--- src/rtl/data_mem_ctrl.sv ---
// rtl/data_mem_ctrl.sv - load/store controller aligning pipeline accesses to a 64-bit data SRAM
module data_mem_ctrl #(
  parameter  int MEM_BYTES = 524288,
  localparam int WORD_AW   = $clog2(MEM_BYTES / 8)
) (
  input  logic               clk,
  input  logic               reset_n,
  input  logic               req_i,
  input  logic [63:0]        addr_i,
  input  logic [1:0]         byte_en_i,
  input  logic               wr_i,
  input  logic [63:0]        wr_data_i,
  output logic               stall_o,
  output logic [63:0]        rd_data_o,
  output logic               rd_valid_o,
  output logic               addr_err_o,
  output logic               sram_en_o,
  output logic               sram_we_o,
  output logic [7:0]         sram_be_o,
  output logic [WORD_AW-1:0] sram_addr_o,
  output logic [63:0]        sram_wdata_o,
  input  logic [63:0]        sram_rdata_i
);

  typedef enum logic [1:0] {
    S_IDLE  = 2'd0,
    S_WAIT0 = 2'd1,
    S_WAIT1 = 2'd2,
    S_ERR   = 2'd3
  } state_t;

  state_t r_state;
  state_t w_next;

  // Request fields held for the whole access (the second half of a split needs them)
  logic [2:0]         r_off;
  logic [1:0]         r_size;
  logic               r_wr;
  logic               r_split;
  logic [WORD_AW-1:0] r_w1;
  logic [7:0]         r_be_hi;
  logic [63:0]        r_wd_hi;
  logic [63:0]        r_buf;

  // Values derived from the live request inputs (only meaningful in IDLE)
  logic [2:0]         w_off;
  logic [3:0]         w_nbytes;
  logic [7:0]         w_bmask;
  logic [15:0]        w_m;
  logic [127:0]       w_d;
  logic               w_split;
  logic [WORD_AW-1:0] w_w0;
  logic [WORD_AW-1:0] w_w1;
  logic               w_err;

  // Read-return helpers based on the latched request
  logic [63:0]        w_rd_mask;
  logic [63:0]        w_rd_lo;
  logic [63:0]        w_rd_hi;

  assign w_off   = addr_i[2:0];
  assign w_m     = {8'h00, w_bmask} << w_off;
  assign w_d     = {64'h0, wr_data_i} << {w_off, 3'b000};
  assign w_split = ({1'b0, w_off} + w_nbytes) > 4'd8;
  assign w_w0    = addr_i[WORD_AW+2:3];
  assign w_w1    = w_w0 + {{(WORD_AW-1){1'b0}}, 1'b1};
  // A split touching the last word would need a word past the end; addresses never wrap.
  assign w_err   = (addr_i >= 64'(MEM_BYTES)) || (w_split && (&w_w0));

  assign w_rd_lo = sram_rdata_i >> {r_off, 3'b000};
  // Upper part of a split load lands just above the bytes taken from the first word.
  assign w_rd_hi = sram_rdata_i << {(4'd8 - {1'b0, r_off}), 3'b000};

  // Decode access size into byte count and base byte mask
  always_comb begin
    w_nbytes = 4'd1;
    w_bmask  = 8'h01;
    case (byte_en_i)
      2'b00: begin w_nbytes = 4'd1; w_bmask = 8'h01; end
      2'b01: begin w_nbytes = 4'd2; w_bmask = 8'h03; end
      2'b10: begin w_nbytes = 4'd4; w_bmask = 8'h0F; end
      default: begin w_nbytes = 4'd8; w_bmask = 8'hFF; end
    endcase
  end

  // Load result mask for the latched access size
  always_comb begin
    w_rd_mask = 64'hFFFF_FFFF_FFFF_FFFF;
    case (r_size)
      2'b00: w_rd_mask = 64'h0000_0000_0000_00FF;
      2'b01: w_rd_mask = 64'h0000_0000_0000_FFFF;
      2'b10: w_rd_mask = 64'h0000_0000_FFFF_FFFF;
      default: w_rd_mask = 64'hFFFF_FFFF_FFFF_FFFF;
    endcase
  end

  // State register
  always_ff @(posedge clk or negedge reset_n) begin
    if (!reset_n) begin
      r_state <= S_IDLE;
    end else begin
      r_state <= w_next;
    end
  end

  // Latch an accepted request and buffer the low part of a split load
  always_ff @(posedge clk or negedge reset_n) begin
    if (!reset_n) begin
      r_off   <= 3'd0;
      r_size  <= 2'd0;
      r_wr    <= 1'b0;
      r_split <= 1'b0;
      r_w1    <= '0;
      r_be_hi <= 8'h00;
      r_wd_hi <= 64'h0;
      r_buf   <= 64'h0;
    end else begin
      if ((r_state == S_IDLE) && req_i && !w_err) begin
        r_off   <= w_off;
        r_size  <= byte_en_i;
        r_wr    <= wr_i;
        r_split <= w_split;
        r_w1    <= w_w1;
        r_be_hi <= w_m[15:8];
        r_wd_hi <= w_d[127:64];
      end
      if ((r_state == S_WAIT0) && r_split) begin
        r_buf <= w_rd_lo;
      end
    end
  end

  // Next state and all outputs; everything forced low while reset is held
  always_comb begin
    w_next       = r_state;
    stall_o      = 1'b0;
    rd_data_o    = 64'h0;
    rd_valid_o   = 1'b0;
    addr_err_o   = 1'b0;
    sram_en_o    = 1'b0;
    sram_we_o    = 1'b0;
    sram_be_o    = 8'h00;
    sram_addr_o  = '0;
    sram_wdata_o = 64'h0;
    if (reset_n) begin
      case (r_state)
        S_IDLE: begin
          if (req_i) begin
            stall_o = 1'b1;
            if (w_err) begin
              w_next = S_ERR;
            end else begin
              w_next       = S_WAIT0;
              sram_en_o    = 1'b1;
              sram_we_o    = wr_i;
              sram_addr_o  = w_w0;
              sram_be_o    = wr_i ? w_m[7:0] : 8'h00;
              sram_wdata_o = w_d[63:0];
            end
          end
        end
        S_WAIT0: begin
          if (r_split) begin
            w_next       = S_WAIT1;
            stall_o      = 1'b1;
            sram_en_o    = 1'b1;
            sram_we_o    = r_wr;
            sram_addr_o  = r_w1;
            sram_be_o    = r_wr ? r_be_hi : 8'h00;
            sram_wdata_o = r_wd_hi;
          end else begin
            w_next = S_IDLE;
            if (!r_wr) begin
              rd_data_o  = w_rd_lo & w_rd_mask;
              rd_valid_o = 1'b1;
            end
          end
        end
        S_WAIT1: begin
          w_next = S_IDLE;
          if (!r_wr) begin
            rd_data_o  = (r_buf | w_rd_hi) & w_rd_mask;
            rd_valid_o = 1'b1;
          end
        end
        default: begin
          w_next     = S_IDLE;
          addr_err_o = 1'b1;
        end
      endcase
    end
  end

endmodule

--- config.mk ---
export PLATFORM = sky130hd
export DESIGN_NAME = data_mem_ctrl
export DESIGN_NICKNAME = d
export VERILOG_FILES = /design/src/rtl/data_mem_ctrl.sv
export SDC_FILE = /design/constraint.sdc
export NUM_CORES = 1
export LEC_CHECK = 0
export CORE_UTILIZATION = 45
export CTS_BUF_LIST = sky130_fd_sc_hd__clkbuf_4 sky130_fd_sc_hd__clkbuf_8 sky130_fd_sc_hd__clkbuf_16
export DETAILED_ROUTE_END_ITERATION = 8
export PLACE_DENSITY_LB_ADDON = 0.08
export SLEW_MARGIN = 20
export SYNTH_ARGS = -nofsm -noshare
export SYNTH_HDL_FRONTEND = slang
export SYNTH_SLANG_ARGS = --single-unit
--- constraint.sdc ---
create_clock -name clk -period 8.3 [get_ports clk]
set_input_delay 1.66 -clock clk [delete_from_list [all_inputs] [get_ports clk]]
set_output_delay 1.66 -clock clk [all_outputs]
set_load 0.01 [all_outputs]
## Word level (Yosys, flattened, before mapping)

Index checks and enable logic that the tools add are counted.

- Register bits after elaboration: 161
- Latch bits: 0
- Memory bits (writable): 0
- Bits in read-only memories: 0
- Input port bits: 198
- Output and inout port bits: 157
- Logic and storage cells: 88
- Memories kept: 0

- Add/subtract/negate cells: 3
- $mul: 0
- Div/mod/pow operators: 0
- $lt $le $gt $ge: 2
- Eq/ne operators: 7
- Shift-type cells: 4
- Mux-type cells: 48
- Bitwise logic cells: 3
- Reductions and logical operators: 12

Operator list:

| cell | number |
|---|---|
| $mux W64 | 8 |
| $pmux W64 S2 | 2 |
| $pmux W64 S3 | 1 |
| $and A64 B64 Y64 | 2 |
| $shl A64 B6 Y128 | 1 |
| $ge A64 B20 Y1 const B | 1 |
| $mux W16 | 4 |
| $or A64 B64 Y64 | 1 |
| $shl A64 B7 Y64 | 1 |
| $shr A64 B6 Y64 | 1 |
| $mux W8 | 6 |
| $pmux W16 S2 | 1 |
| $pmux W8 S3 | 1 |
| $add A16 B1 Y16 const B | 1 |
| $pmux W8 S2 | 1 |
| $reduce_and A16 Y1 | 1 |
| $shl A8 B3 Y16 | 1 |
| $mux W1 | 15 |
| $pmux W4 S3 | 1 |
| $pmux W1 S2 | 4 |
| $eq A2 B1 Y1 const B | 3 |
| $eq A2 B2 Y1 const B | 3 |
| $logic_not A2 Y1 | 3 |
| $mux W2 | 3 |
| other kinds (10) | 13 |

## Logic depth before layout (Yosys ltp)

- Word-level depth: 10
- Mapped depth: 12
- Mapped depth without buffers: 8

## Worst setup path before layout

Ideal clock, no wire load.

- Path kind: input port to output port
- From: input byte_en_i[1]
- To: output sram_addr_o[0]
- Arrival time: 3922 ps
- Path slack: 2718 ps
- Cell stages on the path: 11
- Path through: clkbuf_1 > nor2_1 > ha_1 > fa_1 > or2_2 > o32a_1 > nand4_2 > and3_1 > clkbuf_1 > clkbuf_1 > a22o_1

- Word-level cells in the longest chain between the ends: 10
- Elaborated cells between the ends (all ways): 12

Ends and longest elaborated chain:

| element | RTL line | RTL |
|---|---|---|
| from (decl) | 10 | `input logic [1:0] byte_en_i,` |
| $eq A2 B2 Y1 (tied with other cells) | 78 | `case (byte_en_i)` |
| $pmux W4 S3 * | 78 |  |
| $add A3 B4 Y4 * | 64 | `assign w_split = ({1'b0, w_off} + w_nbytes) > 4'd8;` |
| $gt A4 B4 Y1 * | 64 |  |
| $logic_and A1 B1 Y1 * | 68 | `assign w_err = (addr_i >= 64'(MEM_BYTES)) \|\| (w_split && (&w_w0));` |
| $logic_or A1 B1 Y1 * | 68 |  |
| $mux W16 * | 150 | `if (w_err) begin` |
| $mux W16 * | 148 | `if (req_i) begin` |
| $pmux W16 S2 * | 146 | `case (r_state)` |
| $mux W16 * | 145 | `if (reset_n) begin` |
| to (decl) | 20 | `output logic [WORD_AW-1:0] sram_addr_o,` |

Mark *: on every way between the ends. The rest lies on a longest branch, timed or not.

## Worst setup path after layout

- From: input byte_en_i[1]
- To: output sram_wdata_o[45]

- Word-level cells in the longest chain between the ends: 10
- Elaborated cells between the ends (all ways): 12

Ends and longest elaborated chain:

| element | RTL line | RTL |
|---|---|---|
| $eq A2 B2 Y1 (tied with other cells) | 78 |  |
| $pmux W4 S3 * | 78 |  |
| $add A3 B4 Y4 * | 64 |  |
| $gt A4 B4 Y1 * | 64 |  |
| $logic_and A1 B1 Y1 * | 68 |  |
| $logic_or A1 B1 Y1 * | 68 |  |
| $mux W64 * | 150 |  |
| $mux W64 * | 148 |  |
| $pmux W64 S2 * | 146 |  |
| $mux W64 * | 145 |  |
| to (decl) | 21 | `output logic [63:0] sram_wdata_o,` |

Marks and branches as above.

==> impl_metrics.csv <==
group,metric,value,unit
run_status,status,"completed",
routing,finalWirelength,57840,um
grt,track_usage,36.57,%
worst_setup_path,cp.arrival,5.30,ns
timing,fin_skew,0.01335,ns
synthesis,yosysWarningCount,0,
grt,grt_pass1_wl,86390,um
layout,num-fill-cells,2636,
synthesis,synthCells,1627,
routing,detail-route-antenna-nets,0,
timing,finalSetupViolCount,0,
die,die_h,177.4,um
clock_tree,cts_tree,"built",
routing,wire_per_inst,25.19,um
synthesis,synth-main-ff-cell,"dfrtp_1",
die,die_area,31480,um2
timing,tightestPinTransition,1.023,ns
timing,relSlewSlack,31.64,%
routing,vias_per_cell,6.300,
synthesis,synth-compound-area-share,19.84,%
worst_setup_path,start_kind,"input port",
worst_setup_path,worstPathMaxFanout,23,
synthesis,syn_nets,1835,
grt,grt.overflow.total,0,
power,vdd_drop_max,0.0001465,V
layout,area_growth,31.23,%
timing,tns,0,ns
routing,vias,14465,
die,ioPinCount,355,
clock_tree,htreeDepth,4,
worst_setup_path,path_class,"input port to output pin",
synthesis,netlist_area,13850,um2
min_path,hp-class,"register to register",
worst_setup_path,crit_top_cell,"clkdlybuf4s50_1",
die,rows,63,
synthesis,async_flop_share,100.0,%
clock_tree,cts_buffers,17,
timing,rsz0062_at_grt,"false",
place,place.port_buffers,354,
clock_tree,clkTransAtPathRegs,0.06,ns
layout,final_nets,2095,
job,drv_cap,0,
clock_tree,cts-resized-gates,0,
clock_tree,clockBufferDepth,2,
worst_setup_path,crit_buf_inv,2,
timing,fin_crit,6.963,ns
clock_tree,clock_latency,0.45,ns
clock_tree,cts.hold.buffers_added,0,
die,core,29950,um2
worst_setup_path,critPathLaunch,"byte_en_i[1]",
place,dpl.hpwl,43020,um
worst_setup_path,critPathCaptureType,"output pin",
grt,antenna_found_initial,6,
routing,drc,0,
place,place_congestion,1.004,
synthesis,synthAdderAreaFrac,1.102,%
timing,timing.final.hold_violations,0,
synthesis,ys_top_cells_by_area,"dfrtp_1, mux2i_1, mux2_2, o21ai_0, nand2_1",
worst_setup_path,worst_path_max_delay_cell,"clkdlybuf4s50_1",
routing,drt_iter0_drc,1405,
worst_setup_path,critPathRequiredTime,6.64,ns
synthesis,synth_seq_cells,152,
power,p_per_area,143.4,nW/um2
synthesis,synth_top_family_by_area,"multiplexers",
layout,final_layout_size_suffix_gt1_share,12.00,%
synthesis,avgSynthCellArea,8.512,um2
die,start_util,46.24,%
clock_tree,clockRootBuffer,"clkbuf_16",
worst_setup_path,max_stage_delay,0.74,ns
synthesis,seq_area_frac_synth,27.46,%
synthesis,synth_top_area_share,27.46,%
synthesis,yosys.area.top_type,"dfrtp_1",
grt,grt_max_degree,132,
synthesis,synth_edf_count,0,
clock_tree,cts.sinks,152,
power,leakage,7.370,nW
worst_setup_path,critPathTopFamily,"buffers and inverters",
synthesis,synth.distinct_cells,60,
min_path,hp-start,"r_buf[10]",
timing,fin_crit_sh,83.89,%
worst_setup_path,r2r_start,"r_off[0]",
synthesis,synth-xor-area-share,1.012,%
timing,slew_viol_final,0,
synthesis,synth.mux.area_fraction,28.97,%
timing,fmax,143.6,MHz
die,dieWidth,177.4,um
routing,first_pass_iters,6,
timing,hold_ws,0.4792,ns
worst_setup_path,path_cells,"clkdlybuf4s50_1 > nor2_1 > ha_1 > fa_1 > or2_2 > o32a_1 > nand4_2 > and3_1 > a22o_1 > clkdlybuf4s50_1",
grt,grt_pass1_vias,14139,
clock_tree,post-cts-setup-buffer-count,0,
synthesis,synthSimpleGateAreaFrac,16.57,%
-- flip-flops by register name, indices dropped and copies added, names as in the netlist --
name / cells
r_buf: 64
r_off: 3
r_split: 1
r_be_hi: 7
r_wr: 1
r_w1: 16
r_wd_hi: 56
r_size: 2
r_state: 2
-- report_power, final --
part / total (mW) / internal, mW / switching (mW) / leakage, nW
sequential: 0.923 / 0.859 / 0.0642 / 1.93
clock: 0.862 / 0.510 / 0.352 / 0.309
combinational: 0.821 / 0.336 / 0.485 / 5.13
total: 2.61 / 1.70 / 0.901 / 7.37
-- final cells by class --
type	instances	area [um2]	share of cell area, %
multi-input cells	1305	9383	51.62
flip-flops and latches	152	3810	20.96
repair buffers	375	3712	20.43
well taps	390	488.0	2.685
clock buffers	18	432.9	2.382
clock inverters	14	198.9	1.095
inverters	36	135.1	0.7435
diodes	6	15.01	0.08261
-- logic make-up (layout without fill, tap and decap cells) --
family | Yosys count | count (layout)
muxes | 341 | 341
other | 0 | 6
AOI/OAI and AO/OA | 435 | 435
xor gates and xnor gates | 16 | 16
DFF | 152 | 152
adders and majority gates | 12 | 12
buffers and inverters | 170 | 443
and+or+nand+nor | 501 | 501
-- worst register-to-register path, delay by kind of cell, from the launching register on --
| kind | cells | cell delay, ns |
|---|---|---|
| DFF | 1 | 0.97 |
| muxes | 3 | 1.27 |
| buffers and inverters | 1 | 0.87 |
-- cells in the final DEF (no fill, tap or decap), drive strengths merged, types with 25 or more instances in the layout --
cell type	instances
o21ai	181
nor2b	28
a22o	41
mux2	115
nor2	109
mux4	34
clkdlybuf4s50	350
inv	39
mux2i	192
buf	25
o22ai	26
a21oi	72
nand2	235
dfrtp	152
-- cells in the mapped netlist, types with 3 or more instances --
cell type and n:
a21oi_1 72, nand2_1 235, and2_1 11, nor3_1 22
a222oi_1 8, mux4_2 34, nor2b_1 28, nand3_1 22
buf_1 19, o21ai_0 180, and3_1 10, clkbuf_1 83
nand3b_1 23, a22oi_1 8, o22ai_1 26, buf_4 3
nand2b_1 4, mux2_2 107, a31oi_1 8, or3b_2 6
a22o_1 41, buf_2 27, mux2_4 8, nor4_1 12
o221ai_1 7, o31ai_1 9, o2bb2ai_1 15, nand4_1 3
o32a_1 9, a2bb2oi_1 9, ha_1 9, nor2_1 109
o22a_1 16, or3_1 9, inv_1 34, xnor2_1 8
xor2_1 8, a21o_1 7, dfrtp_1 152, mux2i_1 192
a211oi_1 10
-- per-layer routing --
layer	global-route usage, %	vias to the layer above	wire length [um]
met5	0	-	39
met4	19.30	6	2907
met3	7.883	145	4631
met2	60.21	745	27790
met1	44.71	7064	22470
li1	-	6505	-
-- per-stage QoR --
step / setup slack (ns) / utilization [%] / power, mW / std cells / instance area [um2]
3_5_place_dp: 1.400 / 58.52 / 1.736 / 2258 / 17530
2_1_floorplan: 2.718 / - / 1.368 / 1627 / 13850
6_report: 1.337 / 60.68 / 2.606 / 2296 / 18170
4_1_cts: 1.391 / 60.63 / 2.598 / 2290 / 18160
5_1_grt: 1.097 / 60.63 / 2.732 / 2290 / 18160
3_3_place_gp: 1.530 / 58.52 / 1.720 / 2258 / 17530
-- path summary, 6_finish.rpt --
kind	to	slack, ns	cells after the start
setup / recovery	sram_wdata_o[45]	1.34	10
hold / removal	r_buf[10]	0.48	2
setup reg to reg	r_buf[14]	5.08	4
hold reg to reg	r_buf[10]	0.48	2
max in group asynchronous	r_off[0]	6.02	2
min in group asynchronous	r_buf[5]	1.12	1
Power figures use the tool's default switching activity.
